[src/rtl/bell_ctrl_57_if.sv]
// Bell controller bus: time-of-day, alarm settings, keys and sound outputs.
//   master : time/key source (drives tick, time, alarm settings, keys)
//   slave  : bell controller (drives sound_e/sound_model/snooze_pend)
interface bell_ctrl_57_if;
    logic       tick_1hz_57;
    logic [4:0] hour_57;
    logic [5:0] min_57;
    logic [5:0] sec_57;
    logic [4:0] alarm_hour_57;
    logic [5:0] alarm_min_57;
    logic       alarm_en_57;
    logic       stop_57;
    logic       snooze_57;
    logic       sound_e_57;
    logic       sound_model_57;
    logic       snooze_pend_57;

    modport master (
        output tick_1hz_57, hour_57, min_57, sec_57,
        output alarm_hour_57, alarm_min_57, alarm_en_57,
        output stop_57, snooze_57,
        input  sound_e_57, sound_model_57, snooze_pend_57
    );

    modport slave (
        input  tick_1hz_57, hour_57, min_57, sec_57,
        input  alarm_hour_57, alarm_min_57, alarm_en_57,
        input  stop_57, snooze_57,
        output sound_e_57, sound_model_57, snooze_pend_57
    );
endinterface

[src/rtl/bell_ctrl_57.sv]
// Hourly chime / alarm clock bell controller.
//   clk_50m_57 : system clock
//   rst_57     : asynchronous active-high reset
//   bus        : slave side of bell_ctrl_57_if (tick, time, alarm settings,
//                stop/snooze keys in; sound_e/sound_model/snooze_pend out)
// States: IDLE (silent), CHIME (hourly chime), ALARM (alarm burst),
// SNOOZE (silent countdown back to ALARM). Outputs are registered and
// updated on the same edge as the state.
module bell_ctrl_57 #(
    parameter int unsigned CHIME_SEC  = 8,
    parameter int unsigned ALARM_SEC  = 60,
    parameter int unsigned SNOOZE_SEC = 300,
    parameter int unsigned MAX_SNOOZE = 3
) (
    input  logic         clk_50m_57,
    input  logic         rst_57,
    bell_ctrl_57_if.slave bus
);

    typedef enum logic [1:0] {
        ST_IDLE   = 2'd0,
        ST_CHIME  = 2'd1,
        ST_ALARM  = 2'd2,
        ST_SNOOZE = 2'd3
    } state_t;

    localparam logic [8:0] CHIME_CNT  = 9'(CHIME_SEC);
    localparam logic [8:0] ALARM_CNT  = 9'(ALARM_SEC);
    localparam logic [8:0] SNOOZE_CNT = 9'(SNOOZE_SEC);
    localparam logic [2:0] SNOOZE_MAX = 3'(MAX_SNOOZE);

    state_t     state;
    logic [8:0] count;
    logic [2:0] snooze_cnt;

    // Key edge detection. keys_live stays low for the first clock after
    // reset so a key held through reset only loads the registered copy.
    logic       keys_live;
    logic       stop_q;
    logic       snooze_q;

    logic       sound_e;
    logic       sound_model;
    logic       snooze_pend;

    logic       chime_trig;
    logic       alarm_trig;
    logic       stop_edge;
    logic       snooze_edge;
    logic       tick_last;

    // Output pattern for a given state: {sound_e, sound_model, snooze_pend}
    function automatic logic [2:0] outs_for(input state_t s);
        case (s)
            ST_CHIME:  outs_for = 3'b110;
            ST_ALARM:  outs_for = 3'b100;
            ST_SNOOZE: outs_for = 3'b001;
            default:   outs_for = 3'b000;
        endcase
    endfunction

    always_comb begin
        chime_trig  = bus.tick_1hz_57 && (bus.min_57 == '0) && (bus.sec_57 == '0);
        alarm_trig  = bus.tick_1hz_57 && bus.alarm_en_57 &&
                      (bus.hour_57 == bus.alarm_hour_57) &&
                      (bus.min_57 == bus.alarm_min_57) &&
                      (bus.sec_57 == '0);
        stop_edge   = keys_live && bus.stop_57 && !stop_q;
        // Simultaneous stop and snooze presses count as stop only.
        snooze_edge = keys_live && bus.snooze_57 && !snooze_q && !stop_edge;
        tick_last   = bus.tick_1hz_57 && (count == 9'd1);
    end

    always_ff @(posedge clk_50m_57 or posedge rst_57) begin
        if (rst_57) begin
            state       <= ST_IDLE;
            count       <= '0;
            snooze_cnt  <= '0;
            keys_live   <= 1'b0;
            stop_q      <= 1'b0;
            snooze_q    <= 1'b0;
            sound_e     <= 1'b0;
            sound_model <= 1'b0;
            snooze_pend <= 1'b0;
        end else begin
            keys_live <= 1'b1;
            stop_q    <= bus.stop_57;
            snooze_q  <= bus.snooze_57;

            case (state)
                ST_IDLE: begin
                    // Alarm takes priority over a coincident chime.
                    if (alarm_trig) begin
                        state      <= ST_ALARM;
                        count      <= ALARM_CNT;
                        snooze_cnt <= '0;
                        {sound_e, sound_model, snooze_pend} <= outs_for(ST_ALARM);
                    end else if (chime_trig) begin
                        state <= ST_CHIME;
                        count <= CHIME_CNT;
                        {sound_e, sound_model, snooze_pend} <= outs_for(ST_CHIME);
                    end
                end

                ST_CHIME: begin
                    if (alarm_trig) begin
                        state      <= ST_ALARM;
                        count      <= ALARM_CNT;
                        snooze_cnt <= '0;
                        {sound_e, sound_model, snooze_pend} <= outs_for(ST_ALARM);
                    end else if (stop_edge || tick_last) begin
                        state <= ST_IDLE;
                        {sound_e, sound_model, snooze_pend} <= outs_for(ST_IDLE);
                    end else if (bus.tick_1hz_57 && count > 9'd1) begin
                        count <= count - 9'd1;
                    end
                end

                ST_ALARM: begin
                    if (stop_edge) begin
                        state <= ST_IDLE;
                        {sound_e, sound_model, snooze_pend} <= outs_for(ST_IDLE);
                    end else if (snooze_edge && snooze_cnt < SNOOZE_MAX) begin
                        state      <= ST_SNOOZE;
                        count      <= SNOOZE_CNT;
                        snooze_cnt <= snooze_cnt + 3'd1;
                        {sound_e, sound_model, snooze_pend} <= outs_for(ST_SNOOZE);
                    end else if (!bus.alarm_en_57 || tick_last) begin
                        // A snooze press beyond the limit falls through here
                        // and is otherwise ignored.
                        state <= ST_IDLE;
                        {sound_e, sound_model, snooze_pend} <= outs_for(ST_IDLE);
                    end else if (bus.tick_1hz_57 && count > 9'd1) begin
                        count <= count - 9'd1;
                    end
                end

                ST_SNOOZE: begin
                    if (stop_edge || !bus.alarm_en_57) begin
                        state <= ST_IDLE;
                        {sound_e, sound_model, snooze_pend} <= outs_for(ST_IDLE);
                    end else if (tick_last) begin
                        // Re-ring keeps snooze_cnt so the limit spans the event.
                        state <= ST_ALARM;
                        count <= ALARM_CNT;
                        {sound_e, sound_model, snooze_pend} <= outs_for(ST_ALARM);
                    end else if (bus.tick_1hz_57 && count > 9'd1) begin
                        count <= count - 9'd1;
                    end
                end

                default: begin
                    state <= ST_IDLE;
                    count <= '0;
                    {sound_e, sound_model, snooze_pend} <= outs_for(ST_IDLE);
                end
            endcase
        end
    end

    assign bus.sound_e_57     = sound_e;
    assign bus.sound_model_57 = sound_model;
    assign bus.snooze_pend_57 = snooze_pend;

endmodule

[src/flat_wrapper.sv]
// flat-port wrapper written by rule: the top's interface ports become plain ports
module bell_ctrl_57_flat 
#(
    parameter int unsigned CHIME_SEC  = 8,
    parameter int unsigned ALARM_SEC  = 60,
    parameter int unsigned SNOOZE_SEC = 300,
    parameter int unsigned MAX_SNOOZE = 3
)
  (clk_50m_57, rst_57, bus_tick_1hz_57, bus_hour_57, bus_min_57, bus_sec_57, bus_alarm_hour_57, bus_alarm_min_57, bus_alarm_en_57, bus_stop_57, bus_snooze_57, bus_sound_e_57, bus_sound_model_57, bus_snooze_pend_57);
  bell_ctrl_57_if bus_i ();
  input  logic clk_50m_57;
  input  logic rst_57;
  input wire logic [$bits(bus_i.tick_1hz_57)-1:0] bus_tick_1hz_57;
  input wire logic [$bits(bus_i.hour_57)-1:0] bus_hour_57;
  input wire logic [$bits(bus_i.min_57)-1:0] bus_min_57;
  input wire logic [$bits(bus_i.sec_57)-1:0] bus_sec_57;
  input wire logic [$bits(bus_i.alarm_hour_57)-1:0] bus_alarm_hour_57;
  input wire logic [$bits(bus_i.alarm_min_57)-1:0] bus_alarm_min_57;
  input wire logic [$bits(bus_i.alarm_en_57)-1:0] bus_alarm_en_57;
  input wire logic [$bits(bus_i.stop_57)-1:0] bus_stop_57;
  input wire logic [$bits(bus_i.snooze_57)-1:0] bus_snooze_57;
  output wire logic [$bits(bus_i.sound_e_57)-1:0] bus_sound_e_57;
  output wire logic [$bits(bus_i.sound_model_57)-1:0] bus_sound_model_57;
  output wire logic [$bits(bus_i.snooze_pend_57)-1:0] bus_snooze_pend_57;
  assign bus_i.tick_1hz_57 = bus_tick_1hz_57;
  assign bus_i.hour_57 = bus_hour_57;
  assign bus_i.min_57 = bus_min_57;
  assign bus_i.sec_57 = bus_sec_57;
  assign bus_i.alarm_hour_57 = bus_alarm_hour_57;
  assign bus_i.alarm_min_57 = bus_alarm_min_57;
  assign bus_i.alarm_en_57 = bus_alarm_en_57;
  assign bus_i.stop_57 = bus_stop_57;
  assign bus_i.snooze_57 = bus_snooze_57;
  assign bus_sound_e_57 = bus_i.sound_e_57;
  assign bus_sound_model_57 = bus_i.sound_model_57;
  assign bus_snooze_pend_57 = bus_i.snooze_pend_57;
  bell_ctrl_57 #(.CHIME_SEC(CHIME_SEC), .ALARM_SEC(ALARM_SEC), .SNOOZE_SEC(SNOOZE_SEC), .MAX_SNOOZE(MAX_SNOOZE)) u_core (.clk_50m_57(clk_50m_57), .rst_57(rst_57), .bus(bus_i));
endmodule
[config.mk]
export PLATFORM = sky130hd
export DESIGN_NAME = bell_ctrl_57_flat
export DESIGN_NICKNAME = d
export VERILOG_FILES = /design/src/rtl/bell_ctrl_57_if.sv /design/src/rtl/bell_ctrl_57.sv /design/src/flat_wrapper.sv
export SDC_FILE = /design/constraint.sdc
export NUM_CORES = 1
export LEC_CHECK = 0
export BUFFER_PORTS_ARGS = -buffer_cell sky130_fd_sc_hd__buf_2
export CORE_ASPECT_RATIO = 1.75
export CORE_MARGIN = 10
export CORE_UTILIZATION = 40
export DETAILED_ROUTE_END_ITERATION = 10
export PLACE_DENSITY = 0.69
export SYNTH_ARGS = -nofsm -noshare
export SYNTH_HDL_FRONTEND = slang
export SYNTH_SLANG_ARGS = --single-unit
[constraint.sdc]
create_clock -name clk_50m_57 -period 4.6 [get_ports clk_50m_57]
set_input_delay 0.23 -clock clk_50m_57 [delete_from_list [all_inputs] [get_ports clk_50m_57]]
set_output_delay 0.23 -clock clk_50m_57 [all_outputs]
set_load 0.02 [all_outputs]
==> results of run 1 <==
-- worst max-delay path, stage by stage (launching register included) --
cell and delay [ns]:
sky130_fd_sc_hd__dfrtp_1 0.43, sky130_fd_sc_hd__nor3_1 0.49, sky130_fd_sc_hd__nand3_1 0.18, sky130_fd_sc_hd__a211oi_1 0.83
sky130_fd_sc_hd__nor3_1 0.15, sky130_fd_sc_hd__o22a_1 0.21
-- through the flow --
step           instance area, um2  setup WS, ns
2_1_floorplan                1350          2.52
3_3_place_gp                 1560          2.26
3_5_place_dp                 1560          2.25
4_1_cts                      1610          2.24
5_1_grt                      1610          1.96
6_report                     1610          2.20
-- cells in the final DEF (no fill, tap or decap), types with 2 or more instances in the layout --
cell type / instances
sky130_fd_sc_hd__inv_1: 9
sky130_fd_sc_hd__nor3_1: 7
sky130_fd_sc_hd__or2_2: 2
sky130_fd_sc_hd__ha_1: 3
sky130_fd_sc_hd__nand3_1: 9
sky130_fd_sc_hd__o21ai_0: 5
sky130_fd_sc_hd__clkbuf_8: 3
sky130_fd_sc_hd__dfrtp_1: 20
sky130_fd_sc_hd__buf_2: 36
sky130_fd_sc_hd__nand2b_1: 2
sky130_fd_sc_hd__a31oi_1: 4
sky130_fd_sc_hd__nand2_1: 9
sky130_fd_sc_hd__a211oi_1: 5
sky130_fd_sc_hd__xnor2_1: 11
sky130_fd_sc_hd__a21oi_1: 4
sky130_fd_sc_hd__nor2_1: 10
sky130_fd_sc_hd__o21ai_2: 2
sky130_fd_sc_hd__nor2b_1: 3
sky130_fd_sc_hd__nor4_4: 2
sky130_fd_sc_hd__nand4_1: 6
sky130_fd_sc_hd__a211o_1: 2
sky130_fd_sc_hd__o31ai_1: 2
sky130_fd_sc_hd__o22a_1: 4
-- report_power, final --
group | internal, uW | switching [uW]
Clock | 58.3 | 53.9
Combinational | 92.0 | 121
Sequential | 211 | 44.7
-- final cells by class --
type	count	area, um2	area share [%]
sequential	20	500	31.2
clock buffer	3	41.3	2.57
inverter	9	33.8	2.10
multi-input combinational	115	796	49.6
timing repair buffer	36	180	11.2
tap	43	53.8	3.35
-- routing by layer --
layer | wire [um] | vias to the layer above | global-route usage, %
met4 | 111 | 0 | 6.72
met1 | 1420 | 585 | 12.2
met5 | 0 | - | 0
li1 | - | 629 | -
met3 | 228 | 9 | 2.53
met2 | 1800 | 62 | 20.8
-- logic make-up (layout without fill, tap and decap cells) --
family	count (synthesis)	after routing	share of synthesized area, %
compound gates	39	39	21.1
xor+xnor	11	11	7.12
fa+ha+maj	3	3	2.78
buf+inv	13	48	4.16
flops	20	20	37.0
mux	1	1	0.833
other cells	1	1	0.277
simple gates	60	60	26.7
-- state kept, by name (all words and copies together) (netlist names) --
signal	flops
u_core.count	9
u_core.snooze_cnt	3
u_core.state	2
u_core.bus.snooze_pend_57	1
u_core.bus.sound_e_57	1
u_core.bus.sound_model_57	1
u_core.keys_live	1
u_core.snooze_q	1
u_core.stop_q	1
-- worst min-delay path by stage --
stage                        startpoint                        end  slack, ns  depth (start not counted)
after CTS                 bus_snooze_57            u_core.snooze_q       0.09                          1
after floorplan                  rst_57  u_core.bus.snooze_pend_57       0.19                          1
after detailed placement  bus_snooze_57            u_core.snooze_q       0.36                          1
final                            rst_57            u_core.count[5]       0.09                          2
after global placement    bus_snooze_57            u_core.snooze_q       0.35                          1
after global routing      bus_snooze_57            u_core.snooze_q       0.08                          1
==> results.md, run 1 <==
- 37 I/O pins were placed.
- The final period utilization is 52.2%.
- Across all hold checks on the routed design, the worst slack comes to 0.0884 ns.
- The number of routed nets with antenna violations is 0.
- The worst setup path is of the reg2reg kind.
- After clock tree synthesis, the clock-pin slew on the worst setup and hold paths is 0.07 ns.
- The capture point of the worst reg-to-reg path is u_core.count[8].
- A synthesized cell averages 9.14 um2.
- The number of slew-limit violations in the final report is 0.
- The fraction of layout cells with a size suffix above 1 is 27.9%.
- The HPWL after detailed placement is 2.98 mm.
- After the first detailed-routing iteration, the DRC count stood at 53.
- Setup repair after global routing left no endpoint under its margin.
- After synthesis the netlist holds a flip-flop and latch count of 20.
- 0 antenna diodes ended up in the layout.
- The cell count after synthesis is around 150.
- The power consumption is 581 uW.
- The tree built by TritonCTS fans out to 20 sinks.
- The power density over cell area is 362 nW/um2.
- The initial antenna violation count is 0.
- TritonCTS built the clock tree.
- For the pin with the worst max-slew slack, the measured transition is ~0.99 ns.
- The die covers 6200 um2.
- The number of cells upsized or downsized after cts is 0.
- The total of max-cap violations is 0.
- The count of hold-fix buffers inserted at cts is 0.
- The biggest area contributor in the post-synthesis netlist is sky130_fd_sc_hd__dfrtp_1.
- Measured against its own limit, the worst slew margin works out to 33.8%.
- The clock latency reported for the late side of the worst-skew pair is 0.26 ns.
- The first global-routing pass estimated 6.15 mm of wire.
- The detail-routed net length per standard cell is 15.8 um.
- The post-route core utilization is between 50% and 60%.
- The setup check on the worst reg-to-reg path leaves a slack of between 2 and 2.5 ns.
- The leading register cell type out of synthesis is sky130_fd_sc_hd__dfrtp_1.
- For the worst flop-to-flop path, the logic depth is 5.
- The category of the worst setup path capture point is a flip-flop.
- The final-report setup violation count is 0.
- The aggregate global routing overflow is 0.
- The startpoint of the most critical setup path is u_core.count[7].
- The synthesized netlist net count is 185.
- The highest ir drop seen on vdd is 0.171 mV.
- The die extent in y is 96.9 um.
- Once the clock tree was built, the setup fixing pass inserted 0 buffers.
- The number of enable flip-flop cells after synthesis is 0.
- Among all cell types in the netlist, the one instantiated most often is sky130_fd_sc_hd__dfrtp_1.
- The die extent in x is 64.0 um.
- The run finished with clean final reports.
- For the worst setup path, the data required time is 4.75 ns.
- The via count of the first global-routing pass came to between 1000 and 1500.
- In the routed design, unresolved DRC markers number 0.
- The number of optimization iterations in the first detailed-route pass is 4.
- The number of placed instances with taps included is about 220.
- Entering global routing, the biggest net connects 21 pins.
- The async set or reset register ratio after synthesis is between 90% and 100%.
- The number of distinct library cells after synthesis is 46.
- STA classifies the critical path startpoint as a flip-flop.
- Yosys printed 0 warnings.
- The arrival time at the worst endpoint is 2.55 ns.
- Ranked by instance count, the synthesized netlist is headed by 20 x sky130_fd_sc_hd__dfrtp_1, 11 x sky130_fd_sc_hd__xnor2_1, 10 x sky130_fd_sc_hd__nor2_1.
- The worst min-delay path category is in2async.
- Summing the sequential cell areas from Yosys gives 37.0% of the chip area.
- Routability-driven placement finished with a final weighted congestion of 0.903.
- The layout has 299 filler cells.
- The region available for standard cell placement spans ~3200 um2.
- The library cell used as clock root buffer is sky130_fd_sc_hd__clkbuf_8.
- On the final layout, the worst clock skew is approximately 0.0035 ns.
- Sorting the synthesized cells by area gives the leading types as sky130_fd_sc_hd__dfrtp_1 37%, sky130_fd_sc_hd__xnor2_1 7.1%, sky130_fd_sc_hd__nand3_1 3.3%.
- The number of standard cells in the final layout excluding fillers is 226.
- The maximum buffer depth of the clock tree is 2.
- In the final timing run, aggregate negative setup slack is 0 ns.
- The total count of hold-check failures in the final report is 0.
- The smallest clock period supported by the final layout is computed as 2.40 ns.
- The starting density of the core is between 40% and 50%.
- The fraction of synthesized cell area taken by the top area cell type is 37.0%.
- The area growth from synthesis to layout is 18.7%.
- The leakage power is 0.000692 uW.
- Derived from the worst setup path, the maximum achievable clock frequency is 0.416 GHz.
- The TritonCTS buffer count is 3.
- The final wirelength is roughly 3.6 mm.
- The detailed-route via count is 1285.
- In this run the critical register-to-register path is launched from u_core.count[7].
- CTS built an H-tree with a depth of 1.
- The detailed-route vias per instance is 5.69.
- The largest driver fanout on the critical path is 8.
- The number of nets in the finished design is 222.
- After floorplanning, the core was divided into 27 placement rows.
- The end point of the critical path is u_core.count[8].
- The number of input and output port buffers inserted is 36.
- Global routing consumed, over all layers together, a little under an eighth of the routing resources.
- The netlist area before placement is 1350 um2.
Power figures use the tool's default switching activity.
==> inputs of run 2 (changes only) <==
==> constraint.sdc (replaced) <==
create_clock -name clk_50m_57 -period 2.5 [get_ports clk_50m_57]
set_input_delay 0.125 -clock clk_50m_57 [delete_from_list [all_inputs] [get_ports clk_50m_57]]
set_output_delay 0.125 -clock clk_50m_57 [all_outputs]
set_load 0.02 [all_outputs]
==> results.md, run 2 (synthesis gave the netlist of run 1 again) <==
- The TritonCTS buffer count is 3 (unchanged).
- The register clock-pin slew on the reported worst setup and hold paths came to 0.08 ns (about the same).
- The first-pass GRT wire length is 6.33 mm (+3.0%).
- The final sum of negative setup slack came to 0 ns (unchanged).
- The detailed-route vias per instance is 5.62 (-1.2%).
- The instance area at placement is 1590 um2 (+1.4%).
- The final-report setup violation count is 0 (unchanged).
- The number of placed instances with taps included came to 226 (+1.3%).
- The combinational share of power came to 33.0% (-3.6 points).
- The checks that failed: negative hold slack.
- The number of input and output port buffers inserted was 36 (unchanged).
- The top cell types in the final layout, fill and taps aside, are 36 x sky130_fd_sc_hd__buf_2, 20 x sky130_fd_sc_hd__dfrtp_1, 11 x sky130_fd_sc_hd__xnor2_1, 10 x sky130_fd_sc_hd__nor2_1.
- The number of cells upsized or downsized after cts came to 0 (unchanged).
- The DRC violations left came to 0 (unchanged).
- The worst slack on hold paths is -0.0154 ns (-0.104 ns).
- The highest ir drop seen on vdd is 0.425 mV (+150%).
- The largest net degree at the start of global routing is 21 (unchanged).
- The sum of net half-perimeters after detailed placement was 3.05 mm (+2.3%).
- The number of slew-limit violations in the final report is 0 (unchanged).
- The clock net sink count is 20 (unchanged).
- The slew at the pin closest to its max-slew limit is 0.763 ns (-0.224 ns).
- The count of filler cells inserted in the layout came to 312 (+4.3%).
- The max-slew headroom at the worst pin is 49.1% (+15 points).
- The depth of the CTS H-tree is 1 (unchanged).
- The share of power burned in registers is 39.4% (-4.7 points).
- The TritonCTS clock tree is done.
- The detail-routed net length per standard cell is 15.9 um (+1.0%).
- The category of the worst setup path capture point is a flip-flop.
- The largest driver fanout on the critical path was 6 (-2).
- The critical path in this run is classified as reg2reg.
- The min-delay analysis places its worst path in the category in2async.
- The leading cell type in the layout, fill and taps excluded is sky130_fd_sc_hd__buf_2.
- The leakage power is 0.000739 uW (+6.7%).
- The number of standard-cell rows in the floorplan is 27 (unchanged).
- The fraction of power spent switching nets is 35.1% (-2.7 points).
- The largest register by flop count is u_core.count.
- The total count of hold-check failures in the final report is 20 (+20).
- The count of pins on the block boundary was 37 (unchanged).
- The required time of the critical path is 2.66 ns (-2.09 ns).
- The shortest period the worst path allows is 2.28 ns (-0.120 ns).
- The share of total power in the clock network is 27.6% (+8.3 points).
- The number of routed nets with antenna violations was 0 (unchanged).
- The via count of the first global-routing pass is 1431 (+1.8%).
- The final period utilization was 91.3% (+39 points).
- The overall track demand over capacity in global routing came to 12.0% (+0.15 points).
- The total core area is 3210 um2 (unchanged).
- The largest registers in the layout are u_core.count x9, u_core.snooze_cnt x3, u_core.state x2.
- The final wirelength is 3.73 mm (+4.6%).
- The number of nets in the finished design was 229 (+3.2%).
- The starting density of the core came to 42.1% (unchanged).
- The fraction of layout cells with a size suffix above 1 came to 29.8% (+2.0 points).
- The number of inserted diodes is 0 (unchanged).
- The design area is 1690 um2 (+5.5%).
- The initial antenna violation count is 0 (unchanged).
- The number of standard cells in the final layout excluding fillers is 234 (+3.5%).
- The arrival time at the worst endpoint is 2.44 ns (-0.11 ns).
- The first-iteration detailed-routing DRC count is 66 (+25%).
- The number of optimization iterations in the first detailed-route pass came to 4 (unchanged).
- The maximum buffer depth of the clock tree is 2 (unchanged).
- The die extent in x came to 64.0 um (unchanged).
- Setup repair after global routing left no endpoint under its margin.
- The flow ran to the end, but the final reports show violations.
- CTS placed an instance of sky130_fd_sc_hd__clkbuf_8 at the clock tree root.
- The detailed-route via count is 1314 (+2.3%).
- The die area was 6200 um2 (unchanged).
- The top achievable clock speed is 0.438 GHz (+5.3%).
- The switching power is 421 uW (+92%).
- The final weighted congestion in routability-driven placement is 0.847 (-6.1%).
- The internal cell power was 778 uW (+120%).
- The power density over cell area is 708 nW/um2 (+96%).
- The flip-flop count of the largest register, all copies and words added is 9 (unchanged).
- The synthesis-to-layout area growth is 25.2%.
- The total of max-cap violations is 0 (unchanged).
- The die extent in y was 96.9 um (unchanged).
- The aggregate global routing overflow is 0 (unchanged).
- The clock latency reported for the late side of the worst-skew pair came to 0.26 ns (about the same).
- The startpoint type of the worst setup path is a flip-flop.
- The worst clock skew on the final layout came to 0.00314 ns (-0.000403 ns).
==> run 2: changes by cell type in the layout (fill, tap and decap cells not counted), sizes merged <==
cell	previous run	this run
buf	36	41
dlygate4sd3	0	2
bufinv	0	1
==> run 2: worst paths after layout <==
check | startpoint | end | slack, ns | cells after the start
max | u_core.count[2] | u_core.bus.sound_e_57 | 0.22 | 6
min in group clk_50m_57 | bus_alarm_en_57 | u_core.bus.sound_e_57 | 0.38 | 4
max in group asynchronous | rst_57 | u_core.count[7] | 2.04 | 2
min reg2reg | u_core.bus.sound_model_57 | u_core.bus.sound_model_57 | 0.49 | 1
min | rst_57 | u_core.count[5] | -0.02 | 2
max reg2reg | u_core.count[2] | u_core.bus.sound_e_57 | 0.22 | 6
==> run 2: metrics by stage <==
stage / util [%] / power, uW / worst slack [ns]
5_1_grt: 52.7 / 1270 / 0.0710
4_1_cts: 52.3 / 1200 / 0.158
6_report: 52.7 / 1200 / 0.218
2_1_floorplan: - / 747 / 0.423
3_3_place_gp: 49.4 / 851 / 0.315
3_5_place_dp: 49.4 / 868 / 0.173
==> run 2: worst max-delay path, cell delays in order, from the launching register on <==
cell and delay [ns]:
sky130_fd_sc_hd__dfrtp_1 0.46, sky130_fd_sc_hd__nor4_4 0.47, sky130_fd_sc_hd__and4b_1 0.26, sky130_fd_sc_hd__o211ai_1 0.15, sky130_fd_sc_hd__buf_4 0.19, sky130_fd_sc_hd__a31oi_1 0.27, sky130_fd_sc_hd__mux2_2 0.37
==> run 2: layer usage <==
metal / track usage [%] / up-vias / wire, um
met5: 0 / - / 0
met1: 13.4 / 613 / 1530
met4: 5.55 / 0 / 85
met2: 20.6 / 60 / 1890
li1: - / 634 / -
met3: 2.42 / 7 / 221
==> run 2: what timing repair did <==
action	CTS	global route
setup buffers	0	2
hold buffers	2	0
endpoints found under the setup margin	0	5
endpoints found under the hold margin	2	0
==> run 2: area by class of cell <==
type / count / area [um2] / share of cell area [%]
Timing Repair Buffer: 43 / 238 / 14.0
Inverter: 9 / 33.8 / 2.00
Multi-Input combinational cell: 115 / 796 / 47.0
Tap cell: 43 / 53.8 / 3.18
Clock buffer: 3 / 41.3 / 2.44
Sequential cell: 20 / 500 / 29.6
Clock inverter: 1 / 30.0 / 1.77
==> run 2: power by group through the flow <==
| stage | combinational [uW] | sequential, uW | clock, uW |
|---|---|---|---|
| floorplan | 279 | 468 | 0 |
| CTS | 395 | 469 | 336 |
| finish | 395 | 472 | 331 |
| global route | 438 | 480 | 351 |
| global placement | 382 | 469 | 0 |
| detailed placement | 392 | 476 | 0 |
